File: config.mk
export PLATFORM = sky130hd
export DESIGN_NAME = game_status_controller_flat
export DESIGN_NICKNAME = d
export VERILOG_FILES = /design/src/rtl/game_status_controller_if.sv /design/src/rtl/game_status_controller.sv /design/src/flat_wrapper.sv
export SDC_FILE = /design/constraint.sdc
export NUM_CORES = 1
export LEC_CHECK = 0
export ABC_AREA = 1
export BUFFER_PORTS_ARGS = -buffer_cell sky130_fd_sc_hd__buf_2
export CAP_MARGIN = 10
export CORE_MARGIN = 5
export CORE_UTILIZATION = 35
export DETAILED_ROUTE_END_ITERATION = 16
export PLACE_DENSITY_LB_ADDON = 0.08
export SETUP_SLACK_MARGIN = 0.15
export SLEW_MARGIN = 0
export SYNTH_ARGS = -nofsm -noshare
export SYNTH_HDL_FRONTEND = slang
export SYNTH_SLANG_ARGS = --single-unit
File: constraint.sdc
create_clock -name clk -period 2.71 [get_ports clk]
set_input_delay 0.1355 -clock clk [delete_from_list [all_inputs] [get_ports clk]]
set_output_delay 0.1355 -clock clk [all_outputs]
set_load 0.01 [all_outputs]
File: src/rtl/game_status_controller_if.sv
// -----------------------------------------------------------------------------
// game_status_controller_if
//   Bundles the status controller's handshake and board inputs with its status
//   outputs.
//   master : move/checker side; drives start, move_done, matrix, can_move and
//            observes the status flags.
//   slave  : game_status_controller; consumes the inputs, drives the status.
//   Signals:
//     start           one-cycle pulse, begin or restart a game
//     move_done       one-cycle pulse, board register just written
//     matrix          4x4 board of 12-bit cells, 0 = empty
//     can_move        checker flag, 1 = some direction still changes the board
//     playing         game in progress (PLAY/SETTLE/EVAL)
//     busy            evaluation pending (SETTLE/EVAL); no moves allowed
//     win, lose       sticky result flags
//     game_over_pulse one-cycle pulse when a game result is decided
//     move_count      moves accepted in the current game (saturating)
// -----------------------------------------------------------------------------
interface game_status_controller_if #(
    parameter int CNT_W = 16
);
    logic                    start;
    logic                    move_done;
    logic [3:0][3:0][11:0]   matrix;
    logic                    can_move;
    logic                    playing;
    logic                    busy;
    logic                    win;
    logic                    lose;
    logic                    game_over_pulse;
    logic [CNT_W-1:0]        move_count;

    modport master (
        output start, move_done, matrix, can_move,
        input  playing, busy, win, lose, game_over_pulse, move_count
    );

    modport slave (
        input  start, move_done, matrix, can_move,
        output playing, busy, win, lose, game_over_pulse, move_count
    );
endinterface

File: src/rtl/game_status_controller.sv
// -----------------------------------------------------------------------------
// game_status_controller
//   Game-phase FSM sitting after the 2048 move-possibility checker. After each
//   completed move it waits SETTLE_CYCLES for the board to settle, then spends
//   one EVAL cycle deciding win / lose / continue. Keeps a saturating move
//   counter and sticky win/lose flags. All outputs come from registers.
//
//   Ports:
//     clk  rising-edge clock
//     rst  asynchronous, active-high reset
//     bus  game_status_controller_if.slave (start, move_done, matrix,
//          can_move in; playing, busy, win, lose, game_over_pulse,
//          move_count out)
//
//   Parameters:
//     WIN_VALUE      tile value that wins (compared against 12-bit cells)
//     SETTLE_CYCLES  wait after move_done before evaluation, 0..15
//     CNT_W          width of move_count
//
//   Optional build macro GAME_CONTINUE_AFTER_WIN_EN:
//     a winning evaluation sets win and pulses once, then play continues;
//     later evaluations skip the win check, and cells >= WIN_VALUE count as
//     a win. Without the macro a cell equal to WIN_VALUE ends the game in WIN.
// -----------------------------------------------------------------------------
module game_status_controller #(
    parameter int WIN_VALUE     = 2048,
    parameter int SETTLE_CYCLES = 2,
    parameter int CNT_W         = 16
) (
    input  logic                     clk,
    input  logic                     rst,
    game_status_controller_if.slave  bus
);

    typedef enum logic [2:0] {
        S_IDLE,
        S_PLAY,
        S_SETTLE,
        S_EVAL,
        S_WIN,
        S_LOSE
    } state_t;

    localparam logic [11:0]      WIN_CELL    = 12'(WIN_VALUE);
    // The counter is loaded with SETTLE_CYCLES-1 so that SETTLE lasts exactly
    // SETTLE_CYCLES cycles; the zero case bypasses SETTLE entirely.
    localparam logic [3:0]       SETTLE_LOAD = (SETTLE_CYCLES > 0) ? 4'(SETTLE_CYCLES - 1) : 4'd0;
    localparam logic [CNT_W-1:0] CNT_MAX     = '1;

    state_t           state_q, state_d;
    logic [3:0]       settle_cnt_q, settle_cnt_d;
    logic [CNT_W-1:0] move_count_q, move_count_d;
    logic             win_q, win_d;
    logic             lose_q, lose_d;
    logic             pulse_q, pulse_d;
    logic             win_cell;

    // Any cell on the board meets the winning condition.
    always_comb begin
        win_cell = 1'b0;
        for (int r = 0; r < 4; r++) begin
            for (int c = 0; c < 4; c++) begin
`ifdef GAME_CONTINUE_AFTER_WIN_EN
                if (bus.matrix[r][c] >= WIN_CELL) win_cell = 1'b1;
`else
                if (bus.matrix[r][c] == WIN_CELL) win_cell = 1'b1;
`endif
            end
        end
    end

    // NOTE: every signal gets its hold value before the case so no path
    // leaves one unassigned, which would infer a latch.
    always_comb begin
        state_d      = state_q;
        settle_cnt_d = settle_cnt_q;
        move_count_d = move_count_q;
        win_d        = win_q;
        lose_d       = lose_q;
        pulse_d      = 1'b0;

        if (bus.start) begin
            // start overrides any pending move or evaluation.
            state_d      = S_PLAY;
            settle_cnt_d = 4'd0;
            move_count_d = '0;
            win_d        = 1'b0;
            lose_d       = 1'b0;
        end else begin
            unique case (state_q)
                S_PLAY: begin
                    if (bus.move_done) begin
                        if (move_count_q != CNT_MAX) move_count_d = move_count_q + 1'b1;
                        if (SETTLE_CYCLES == 0) begin
                            state_d = S_EVAL;
                        end else begin
                            state_d      = S_SETTLE;
                            settle_cnt_d = SETTLE_LOAD;
                        end
                    end
                end
                S_SETTLE: begin
                    if (settle_cnt_q == 4'd0) state_d = S_EVAL;
                    else                      settle_cnt_d = settle_cnt_q - 1'b1;
                end
                S_EVAL: begin
`ifdef GAME_CONTINUE_AFTER_WIN_EN
                    // Win is announced once per game; afterwards only lose matters.
                    if (win_cell && !win_q) begin
                        state_d = S_PLAY;
                        win_d   = 1'b1;
                        pulse_d = 1'b1;
                    end else
`else
                    if (win_cell) begin
                        state_d = S_WIN;
                        win_d   = 1'b1;
                        pulse_d = 1'b1;
                    end else
`endif
                    if (!bus.can_move) begin
                        state_d = S_LOSE;
                        lose_d  = 1'b1;
                        pulse_d = 1'b1;
                    end else begin
                        state_d = S_PLAY;
                    end
                end
                default: ; // IDLE, WIN, LOSE: wait for start
            endcase
        end
    end

    // NOTE: state registers use non-blocking assignments so every flop
    // samples the values from before this edge.
    always_ff @(posedge clk or posedge rst) begin
        if (rst) begin
            state_q      <= S_IDLE;
            settle_cnt_q <= 4'd0;
            move_count_q <= '0;
            win_q        <= 1'b0;
            lose_q       <= 1'b0;
            pulse_q      <= 1'b0;
        end else begin
            state_q      <= state_d;
            settle_cnt_q <= settle_cnt_d;
            move_count_q <= move_count_d;
            win_q        <= win_d;
            lose_q       <= lose_d;
            pulse_q      <= pulse_d;
        end
    end

    assign bus.playing         = (state_q == S_PLAY) || (state_q == S_SETTLE) || (state_q == S_EVAL);
    assign bus.busy            = (state_q == S_SETTLE) || (state_q == S_EVAL);
    assign bus.win             = win_q;
    assign bus.lose            = lose_q;
    assign bus.game_over_pulse = pulse_q;
    assign bus.move_count      = move_count_q;

endmodule
File: src/flat_wrapper.sv
// flat-port wrapper written by rule: the top's interface ports become plain ports
module game_status_controller_flat 
#(
    parameter int WIN_VALUE     = 2048,
    parameter int SETTLE_CYCLES = 2,
    parameter int CNT_W         = 16
)
  (clk, rst, bus_start, bus_move_done, bus_matrix, bus_can_move, bus_playing, bus_busy, bus_win, bus_lose, bus_game_over_pulse, bus_move_count);
  game_status_controller_if #(.CNT_W(CNT_W)) bus_i ();
  input  logic clk;
  input  logic rst;
  input wire logic [$bits(bus_i.start)-1:0] bus_start;
  input wire logic [$bits(bus_i.move_done)-1:0] bus_move_done;
  input wire logic [$bits(bus_i.matrix)-1:0] bus_matrix;
  input wire logic [$bits(bus_i.can_move)-1:0] bus_can_move;
  output wire logic [$bits(bus_i.playing)-1:0] bus_playing;
  output wire logic [$bits(bus_i.busy)-1:0] bus_busy;
  output wire logic [$bits(bus_i.win)-1:0] bus_win;
  output wire logic [$bits(bus_i.lose)-1:0] bus_lose;
  output wire logic [$bits(bus_i.game_over_pulse)-1:0] bus_game_over_pulse;
  output wire logic [$bits(bus_i.move_count)-1:0] bus_move_count;
  assign bus_i.start = bus_start;
  assign bus_i.move_done = bus_move_done;
  assign bus_i.matrix = bus_matrix;
  assign bus_i.can_move = bus_can_move;
  assign bus_playing = bus_i.playing;
  assign bus_busy = bus_i.busy;
  assign bus_win = bus_i.win;
  assign bus_lose = bus_i.lose;
  assign bus_game_over_pulse = bus_i.game_over_pulse;
  assign bus_move_count = bus_i.move_count;
  game_status_controller #(.WIN_VALUE(WIN_VALUE), .SETTLE_CYCLES(SETTLE_CYCLES), .CNT_W(CNT_W)) u_core (.clk(clk), .rst(rst), .bus(bus_i));
endmodule
Word-level counts from Yosys, hierarchy flattened
Index checks and enable logic that the tools add are counted.

operators by class
  add/sub/neg operators = 2
  reductions and logical operators = 16
  mux-type cells = 41
  equal/unequal tests = 25

operator list
  operator                                                count
  equality test 12 bit (second input constant)            16
  2-to-1 mux 16 bit                                       4
  2-to-1 mux 1 bit                                        27
  adder 16 x 1 -> 16 bit (second input constant)          1
  inequality test 16 bit (second input constant)          1
  2-to-1 mux 3 bit                                        5
  2-to-1 mux 4 bit                                        3
  AND reduction 3 bit                                     4
  nonzero test 2 bit                                      5
  one-hot mux 3 bit (3 select lines)                      1
  one-hot mux 4 bit (2 select lines)                      1
  equality test 3 x 2 -> 1 bit (second input constant)    2
  inequality test 3 bit (second input constant)           2
  logical NOT 4 bit                                       1
  inequality test 2 bit (second input constant)           2
  nonzero test 4 bit                                      1
  subtractor 4 x 1 -> 4 bit (second input constant)       1
  equality test 3 x 1 -> 1 bit (second input constant)    1
  logical OR 1 bit                                        3
  inequality test 3 x 2 -> 1 bit (second input constant)  1
  nonzero test 3 bit                                      1
  AND reduction 2 bit                                     1

storage, ports and cells
  bits in registers = 26
  output and inout bits = 21
  word-level logic and storage cells = 90

Longest topological paths before layout
Gate-level depths: netlist of the first run.

  depth after elaboration = 20
  depth in mapped cells = 12

Least setup slack after synthesis of the first run
OpenSTA, ideal clock, no wires.

  path type = reg-to-reg
  start = reg u_core.move_count_q[0] (netlist: u_core.bus.move_count[0])
  end = reg u_core.move_count_q[4] (netlist: u_core.bus.move_count[4])
  clock period less this slack = 1.665 ns
  slack = 1.045 ns
  library setup time = 0.127 ns
  data required time = 2.583 ns
  data arrival time = 1.537 ns
  cell stages (with the launch flop) = 12
  cell sequence = dfrtp_1 > ha_1 > nand2_1 > nor2_2 > nand2_2 > nor2_4 > nand2_2 > nand2_4 > nand2_4 > buf_6 > a21oi_1 > a21oi_1

on the way
  longest elaborated chain between the ends = 5
  elaborated cells between the ends (all ways) = 8

RTL lines
  element                 RTL line                       RTL
  start, declared         game_status_controller.sv:52   logic [CNT_W-1:0] move_count_q, move_count_d;
  start signal, assigned  game_status_controller.sv:147  move_count_q <= move_count_d;
  adder 16 x 1 -> 16 bit  game_status_controller.sv:93   if (move_count_q != CNT_MAX) move_count_d = move_count_q + 1'b1;
  2-to-1 mux 16 bit       game_status_controller.sv:93
  2-to-1 mux 16 bit       game_status_controller.sv:92   if (bus.move_done) begin
  2-to-1 mux 16 bit       game_status_controller.sv:90   unique case (state_q)
  2-to-1 mux 16 bit       game_status_controller.sv:82   if (bus.start) begin

Parallel ways exist; a longest one is shown, timed or not. The select of a mux whose other input is x is not followed.
A chain may end at the register's enable or synchronous reset.

Worst setup path in the final report of the first run
  start = reg u_core.move_count_q[0] (netlist: u_core.bus.move_count[0])
  end = reg u_core.move_count_q[5] (netlist: u_core.bus.move_count[5])

The elaborated chain is that of the path after synthesis.

==> metrics.txt, run 1 <==
Synth Warn #=0; RSZ-0062 raised after global routing=false; Core Util, Final=0.548; Clock Skew=around 0.0033 ns; Setup Buffers After CTS=0; CTS sink count=26; final period utilization=0.658; max incr delay on CP=0.41 ns; final setup violation count=0; Achievable Freq=approximately 0.56 GHz; Slew Viols, Final=0; Synth Area in Adders=0.0169; status=finished clean; r2r startpoint=u_core.bus.move_count[0]; Total Wirelength=8610 um; Worst Path Max Fanout=15; Die Y-Extent=89.7 um; Core Rows=29; routed vias=3043; Clock transition at path regs=0.09 ns; GR Overflow Total=0; complex-gate fraction of the synthesized area=0.0726; M1 WL=3500 um; final hold vios=0; Seq/Total Area, Yosys=0.292; commonest cells after routing, fill and taps aside=buf_2 (217), nand2_1 (107), nor2_1 (107), inv_1 (42), dfrtp_1 (26); syn nets=583; startpoint types=flop; Primary FF master, synth=dfrtp_1; Initial Util=0.354; IO Count=218; Worst Setup Path Type=flop to flop; Layout Cells excl Fill=678; H-tree depth=1; drt wl/cell=about 13 um; antenna violations before repair=0; initial DRC count=129; Power per Cell Area=roughly 380 nW/um^2; fin crit period=1.78 ns; # hold bufs at CTS=0; largest family of logic cells by synthesized area=simple AND/OR/NAND/NOR gates; overall die width=89.7 um; Clock Path Buffers=2; vias per cell=4.49; dpl hpwl=7620 um; first-pass GRT wire length=14000 um; Gate Count Post-Synth=383; post-synthesis cell type count=28; antenna cells=0; Reg2Reg Setup Slack=0.93 ns; CP max stage cell=dfrtp_1; placed cell count=674; CP cell instances=ha_1, nand2_1, nor2_2, nand2_2, nor2_4, nand2_2, nand2_4, nand2_4, nand3_1, nor2_1, nor3_1; post-synthesis register bit count=26; GRT Resource Usage Total=0.204; mux cell area share after synthesis=0; Detailed Routing Iterations Pass 1=4; die area=around 8000 sq um; Max VDD drop=0.241 mV; DR top layer=met4; xor/xnor share of the synthesized area=0.0118; Critical Path End Type=flop; MaxCap Viol Count=0; CTS Buf Count=3; met3 WL=633 um; fin nets=approximately 800; root buffer cell=clkbuf_8; actual slew at the worst max-slew pin=1.00 ns; reg2reg path depth=11; DRC Markers=0; Post-synth EDFFs=0; total core area=around 6300 sq um; area grow syn2layout=54.7%; Clock Latency Late Sink=roughly 0.27 ns; Post-CTS Resized=0; Port-buffer cells=~220; WP data required=2.90 ns; Detail Route met2 WL=4380 um; vias in the first global route=a little over 3000; relative slew slack=0.332; asr flop ratio synth=1.00; critical path launch point=u_core.bus.move_count[0]; largest net degree at the start of global routing=27; Critical R2R Capture=u_core.bus.move_count[5]; CTS tree=yes; syn avg cell area=5.81 sq um; TNS Setup=0 ns; layout cells sized above 1=0.388; crit path DAT=1.97 ns; min-delay worst type=input pin to asynchronous set/reset pin; fillcell total=638; ANT nets after route=0; most common cell after layout, fill and taps aside=buf_2; Simple-Gate Fraction of Synth Area=0.525; Post-Syn Area=around 2200 sq um; routability cong.=between 0.8 and 0.9; Lkg Pwr=between 1.5 and 2 nW
==> registers in the layout (all words and copies together) (netlist names) <==
register,count
u_core.bus.game_over_pulse,1
u_core.bus.lose,1
u_core.bus.move_count,16
u_core.bus.win,1
u_core.settle_cnt_q,4
u_core.state_q,3
==> how the worst max path moves through the flow <==
stage	to	slack, ns	depth (start not counted)
detailed placement	u_core.state_q[0]	0.87	6
global route	u_core.bus.move_count[11]	0.75	11
floorplan	u_core.bus.move_count[4]	1.05	11
finish	u_core.bus.move_count[5]	0.93	11
CTS	u_core.bus.move_count[5]	0.92	11
global placement	u_core.state_q[0]	0.93	6
==> cells by family after synthesis <==
group | after synthesis
buf+inv | 46
simple gates | 275
compound gates | 30
flops | 26
xor+xnor | 3
fa+ha+maj | 3
==> synthesized netlist by cell type, types with 2 or more instances <==
cell     number  area (sq um)
nand2_1     107           402
nor2_1      107           402
inv_1        42           158
dfrtp_1      26           651
nor3_1       25           125
nand3_1      14          70.1
a21oi_1      12          60.1
o21ai_0      10          50.1
nand4_1       8          50.1
nand2_2       4          25.0
ha_1          3          37.5
nor2_4        3          33.8
xor2_1        3          26.3
a31oi_1       2          12.5
nand2_4       2          22.5
nor3b_1       2          15.0
o21ai_1       2          10.0
==> layout make-up <==
cell class / instances / area [sq um] / share of cell area
inverter: 43 / 161 / 0.0469
sequential: 26 / 651 / 0.189
timing repair buffer: 217 / 1090 / 0.316
tap: 77 / 96.3 / 0.0280
clock buffer: 4 / 55.1 / 0.0160
multi-input combinational: 311 / 1390 / 0.405
==> critical path, delay by kind of cell, from the launching register on <==
kind | cells | cell delay (ns)
adders and majority gates | 1 | 0.19
DFF | 1 | 0.41
and+or+nand+nor | 10 | 1.08
==> per-stage QoR <==
step	setup slack [ns]	total power [W]	hold WS [ns]	cell area (sq um)
2_1_floorplan	1.05	0.000825	0.176	2220
6_report	0.928	0.00131	0.0860	3440
3_3_place_gp	0.928	0.00105	0.425	3390
3_5_place_dp	0.873	0.00106	0.433	3390
5_1_grt	0.754	0.00143	0.158	3440
4_1_cts	0.916	0.00132	0.138	3440
==> layer usage <==
metal,vias up,GRT usage
li1,1647,-
met1,1256,0.244
met2,132,0.376
met3,8,0.0484
met4,0,0.0315
met5,-,0
==> report_power, final <==
group / switching (W) / internal (W) / leakage, nW
registers: 0.0000308 / 0.000441 / 0.353
logic: 0.000336 / 0.000246 / 1.57
clock network: 0.000127 / 0.000130 / 0.0288
total: 0.000494 / 0.000816 / 1.95
Power figures use the tool's default switching activity.
==> inputs of run 2 (changes only) <==
Clock period 2.71 ns to 1.85 ns, I/O delays scaled along.
==> run 2 against run 1 <==
Register-to-register slack got worse by 0.79 ns. Die area unchanged. Critical endpoint unchanged. Setup slack got worse by 0.79 ns. Critical path type unchanged. Power increased by 62%. Highest routed layer unchanged. Global-route usage about the same. Sequential share of layout area decreased by 1.2 points. Via count increased by 4.7%. Clock skew increased by 0.0017 ns.
==> metrics.txt, run 2 (synthesis results as in run 1) <==
final setup violation count=0; total core area=around 6300 sq um; Clock transition at path regs=0.09 ns; status=finished clean; reg2reg path depth=11; first-pass GRT wire length=around 14000 um; GR Overflow Total=0; crit path DAT=1.87 ns; final period utilization=0.928; fin nets=819; Achievable Freq=0.582 GHz; M1 GR Usage=0.230; routability cong.=0.861; fillcell total=between 600 and 700; max reg flops=16; ANT nets after route=0; most common cell after layout, fill and taps aside=buf_2; Power per Cell Area=577 nW/um^2; Worst Path Max Fanout=8; cell area after placement=around 3400 sq um; overall die width=89.7 um; DRC Markers=0; WP data required=2.00 ns; CTS Buf Count=3; TNS Setup=0 ns; dpl hpwl=7740 um; CTS tree=yes; Worst Setup Path Type=flop to flop; routed vias=3186; final instance area=3670 sq um; initial DRC count=between 60 and 70; met3 Usage GRT=0.0584; grt peak-use layer=met2; Clock Skew=0.00492 ns; max incr delay on CP=0.40 ns; Core Rows=29; antenna violations before repair=0; Core Util, Final=0.585; Clock Latency Late Sink=0.27 ns; Initial Util=0.354; root buffer cell=clkbuf_8; area of the multi-input gates=1470 sq um; Critical Path End Type=flop; met2 usage=0.385; vias per cell=4.58; Max VDD drop=slightly above 0.5 mV; GRT Resource Usage Total=0.205; cell mode on critical path=nand2_4; Port-buffer cells=217; RSZ-0062 raised after global routing=true; drt wl/cell=12.9 um; layout cells sized above 1=0.419; antenna cells=0; MaxCap Viol Count=0; H-tree depth=1; fin crit period=1.72 ns; area grow syn2layout=65.0%; CP cell instances=ha_4, nand2_4, nor2_4, nand2_2, nor2_4, nand2_4, nand2_4, nand2_8, buf_8, a21oi_2, nor3_1; die area=between 8000 and 9000 sq um; IO Count=218; Total Wirelength=8990 um; CP max stage cell=dfrtp_1; CTS sink count=26; vias in the first global route=about 3300; actual slew at the worst max-slew pin=approximately 0.5 ns; Worst setup endpoint=u_core.bus.move_count[5]; min-delay worst type=input pin to flop; critical path launch point=u_core.bus.move_count[1]; total chip power=~0.0021 W; Die Y-Extent=89.7 um; Slew Viols, Final=0; largest net degree at the start of global routing=20; startpoint types=flop; Lkg Pwr=roughly 2.1 nW; Reg2Reg Setup Slack=0.13 ns; relative slew slack=0.665; Clock Path Buffers=2; final hold vios=0; Critical R2R Capture=u_core.bus.move_count[5]; Final Hold Slack=0.0866 ns; r2r startpoint=u_core.bus.move_count[1]; Detailed Routing Iterations Pass 1=4; commonest cells after routing, fill and taps aside=buf_2 (217), nand2_1 (106), nor2_1 (105), inv_1 (42), dfrtp_1 (26); Reg area=651 sq um
[run 2: how the worst min path moves through the flow]
stage	from	slack, ns	cells past startpoint	to
floorplan	rst	0.13	1	u_core.bus.game_over_pulse
global placement	rst	0.06	2	u_core.bus.move_count[10]
detailed placement	rst	0.07	2	u_core.bus.move_count[10]
CTS	bus_can_move	0.08	4	u_core.bus.lose
global route	bus_can_move	0.11	4	u_core.bus.lose
finish	bus_can_move	0.09	4	u_core.bus.lose
[run 2: per-layer routing]
| layer | part of all wire | vias to the layer above |
|---|---|---|
| met5 | 0 | - |
| met4 | 0.013 | 0 |
| met3 | 0.085 | 9 |
| met2 | 0.52 | 137 |
| met1 | 0.39 | 1360 |
| li1 | - | 1680 |
[run 2: worst max-delay path, delay by kind of cell, from the launching register on]
family | cells | cell delay [ns]
simple gates | 8 | 0.77
fa+ha+maj | 1 | 0.16
compound gates | 1 | 0.11
flops | 1 | 0.40
buf+inv | 1 | 0.16
[run 2: layout make-up]
cell class / instances / area share
well taps: 77 / 0.0262
clock buffers: 3 / 0.0112
inverters: 43 / 0.0440
multi-input cells: 311 / 0.400
repair buffers: 234 / 0.333
clock inverters: 1 / 0.00818
flip-flops and latches: 26 / 0.177
[run 2: where the power goes]
part           total [W]  switching [W]  internal (W)
Sequential      0.000690      0.0000441      0.000645
Combinational   0.000957       0.000535      0.000421
Clock           0.000473       0.000184      0.000290
[run 2: timing repair]
action / in CTS / in global routing
endpoints found under the hold margin: 7 / 0
gates resized for setup: 1 / 19
buffers inserted: 2 / 10
pin swaps: 0 / 10
hold buffers: 1 / 0
endpoints found under the setup margin: 8 / 15
[run 2: through the flow]
step	std cells	setup WS [ns]
final	695	0.133
after global routing	695	0.0212
after CTS	685	0.151
after detailed placement	678	0.0793
after global placement	678	0.162
after floorplan	383	0.185
==> inputs of run 3 (changes only) <==
Settings changed: CELL_PAD_IN_SITES_DETAIL_PLACEMENT set to 0, CELL_PAD_IN_SITES_GLOBAL_PLACEMENT set to 1, CORE_UTILIZATION 35 to 22, GPL_ROUTABILITY_DRIVEN set to 1, MAX_ROUTING_LAYER set to met4.
==> run 3 against run 2 <==
Power decreased by 0.19%. Sequential power is essentially flat. Clock skew grew 0.0051 ns. Worst hold slack better by 0.017 ns. Sequential share of layout area barely moved.
==> metrics.txt, run 3 (synthesis results as in run 1) <==
Max VDD drop=about 0.4 mV; Layout Cells excl Fill=746; layout cells sized above 1=0.408; IO Count=~220; cell mode on critical path=nand2_4; commonest cells after routing, fill and taps aside=buf_2 (217), nand2_1 (106), nor2_1 (105), inv_1 (42), dfrtp_1 (26); final hold vios=0; Clock Latency Late Sink=0.28 ns; startpoint types=flop; Port-buffer cells=217; CTS Buf Count=3; crit-path leading delay family=simple AND/OR/NAND/NOR gates; Initial Util=0.227; Worst Setup Path Type=flop to flop; min-delay worst type=input pin to flop; CP cell instances=ha_2, nand2_4, nor2_4, nand2_2, nor2_4, nand2_4, nand2_4, buf_6, o21ai_0, a21oi_1; first-pass GRT wire length=15300 um; CTS sink count=26; DRC Markers=0; Clock Path Buffers=2; Achievable Freq=0.581 GHz; fillcell total=1134; MaxCap Viol Count=0; status=finished clean; max reg flops=16; total core area=9820 sq um; antenna violations before repair=1; relative slew slack=0.662; max incr delay on CP=roughly 0.41 ns; vias in the first global route=3154; Core Rows=36; area grow syn2layout=64.8%; Power per Cell Area=577 nW/um^2; vias per cell=around 4.2; Clock transition at path regs=about 0.11 ns; GRT Resource Usage Total=0.158; die area=between 10000 and 15000 sq um; dpl hpwl=8860 um; initial DRC count=107; cell area after placement=3500 sq um; WP data required=between 2 and 2.5 ns; final instance area=roughly 3700 sq um; Slew Viols, Final=0; Total Wirelength=9960 um; H-tree depth=1; Bufs and invs on worst path=1; ANT nets after route=0; largest net degree at the start of global routing=27; final period utilization=0.930; overall die width=between 100 and 150 um; Final Hold Slack=0.104 ns; GR Overflow Total=0; CP max stage cell=dfrtp_1; CTS tree=yes; drt wl/cell=around 13 um; final setup violation count=0; actual slew at the worst max-slew pin=0.504 ns; routed vias=just over 3000; Lkg Pwr=2.04 nW; crit path DAT=1.93 ns; Clock Skew=0.0101 ns; Die Y-Extent=roughly 110 um; fin crit period=1.72 ns; root buffer cell=clkbuf_8; Critical Path End Type=flop; routability cong.=about 0.8; Core Util, Final=0.373; placed cell count=736; Worst Path Max Fanout=8; most common cell after layout, fill and taps aside=buf_2; RSZ-0062 raised after global routing=true; Detailed Routing Iterations Pass 1=4; fin nets=813; TNS Setup=0 ns
[run 3: cell types whose count changed in the layout (fill, tap and decap cells not counted), sizes merged]
cell   delta
buf       -6
diode     +1
[run 3: path summary, 6_finish.rpt]
kind	cells after the start	start	end	slack, ns
worst max-delay path	10	u_core.bus.move_count[1]	u_core.bus.move_count[4]	0.13
worst max register to register	10	u_core.bus.move_count[1]	u_core.bus.move_count[4]	0.13
max in group asynchronous	4	rst	u_core.settle_cnt_q[0]	1.17
worst min register to register	2	u_core.bus.win	u_core.bus.win	0.50
min in group asynchronous	4	rst	u_core.bus.move_count[12]	0.41
worst min-delay path	4	bus_can_move	u_core.bus.lose	0.10
[run 3: repair_timing]
action | 4_1_cts | 5_1_grt
hold buffers | 1 | 0
pin swaps | 0 | 8
endpoints found under the hold margin | 26 | 0
endpoints found under the setup margin | 3 | 16
resized for setup | 0 | 15
setup buffers | 1 | 3
[run 3: stage by stage]
stage                     power (W)  worst slack (ns)
after global placement      0.00157             0.197
after floorplan             0.00121             0.185
after global routing        0.00230            0.0108
after CTS                   0.00210             0.158
final                       0.00212             0.129
after detailed placement    0.00158             0.150
[run 3: report_power, final]
| part | switching (W) | total [W] | internal [W] |
|---|---|---|---|
| Clock | 0.000204 | 0.000494 | 0.000290 |
| Combinational | 0.000527 | 0.000934 | 0.000407 |
| Sequential | 0.0000418 | 0.000687 | 0.000645 |
[run 3: area by class of cell]
cell class	instances	area, sq um	share of cell area
sequential	26	651	0.177
inverter	43	161	0.0440
clock inverter	1	30.0	0.00819
clock buffer	3	41.3	0.0113
multi-input combinational	311	1440	0.393
antenna	1	2.50	0.000682
tap	133	166	0.0454
timing repair buffer	228	1170	0.320
[run 3: tightest hold or removal path, delay by kind of cell]
kind / cells / cell delay (ns)
compound gates: 1 / 0.06
buf+inv: 1 / 0.09
simple gates: 2 / 0.10
[run 3: routing by layer]
metal | vias up | GRT usage | wire [um]
li1 | 1662 | - | -
met1 | 1329 | 0.170 | 3870
met2 | 112 | 0.297 | 5320
met3 | 10 | 0.0350 | 622
met4 | 0 | 0.0320 | 146
met5 | - | - | 0
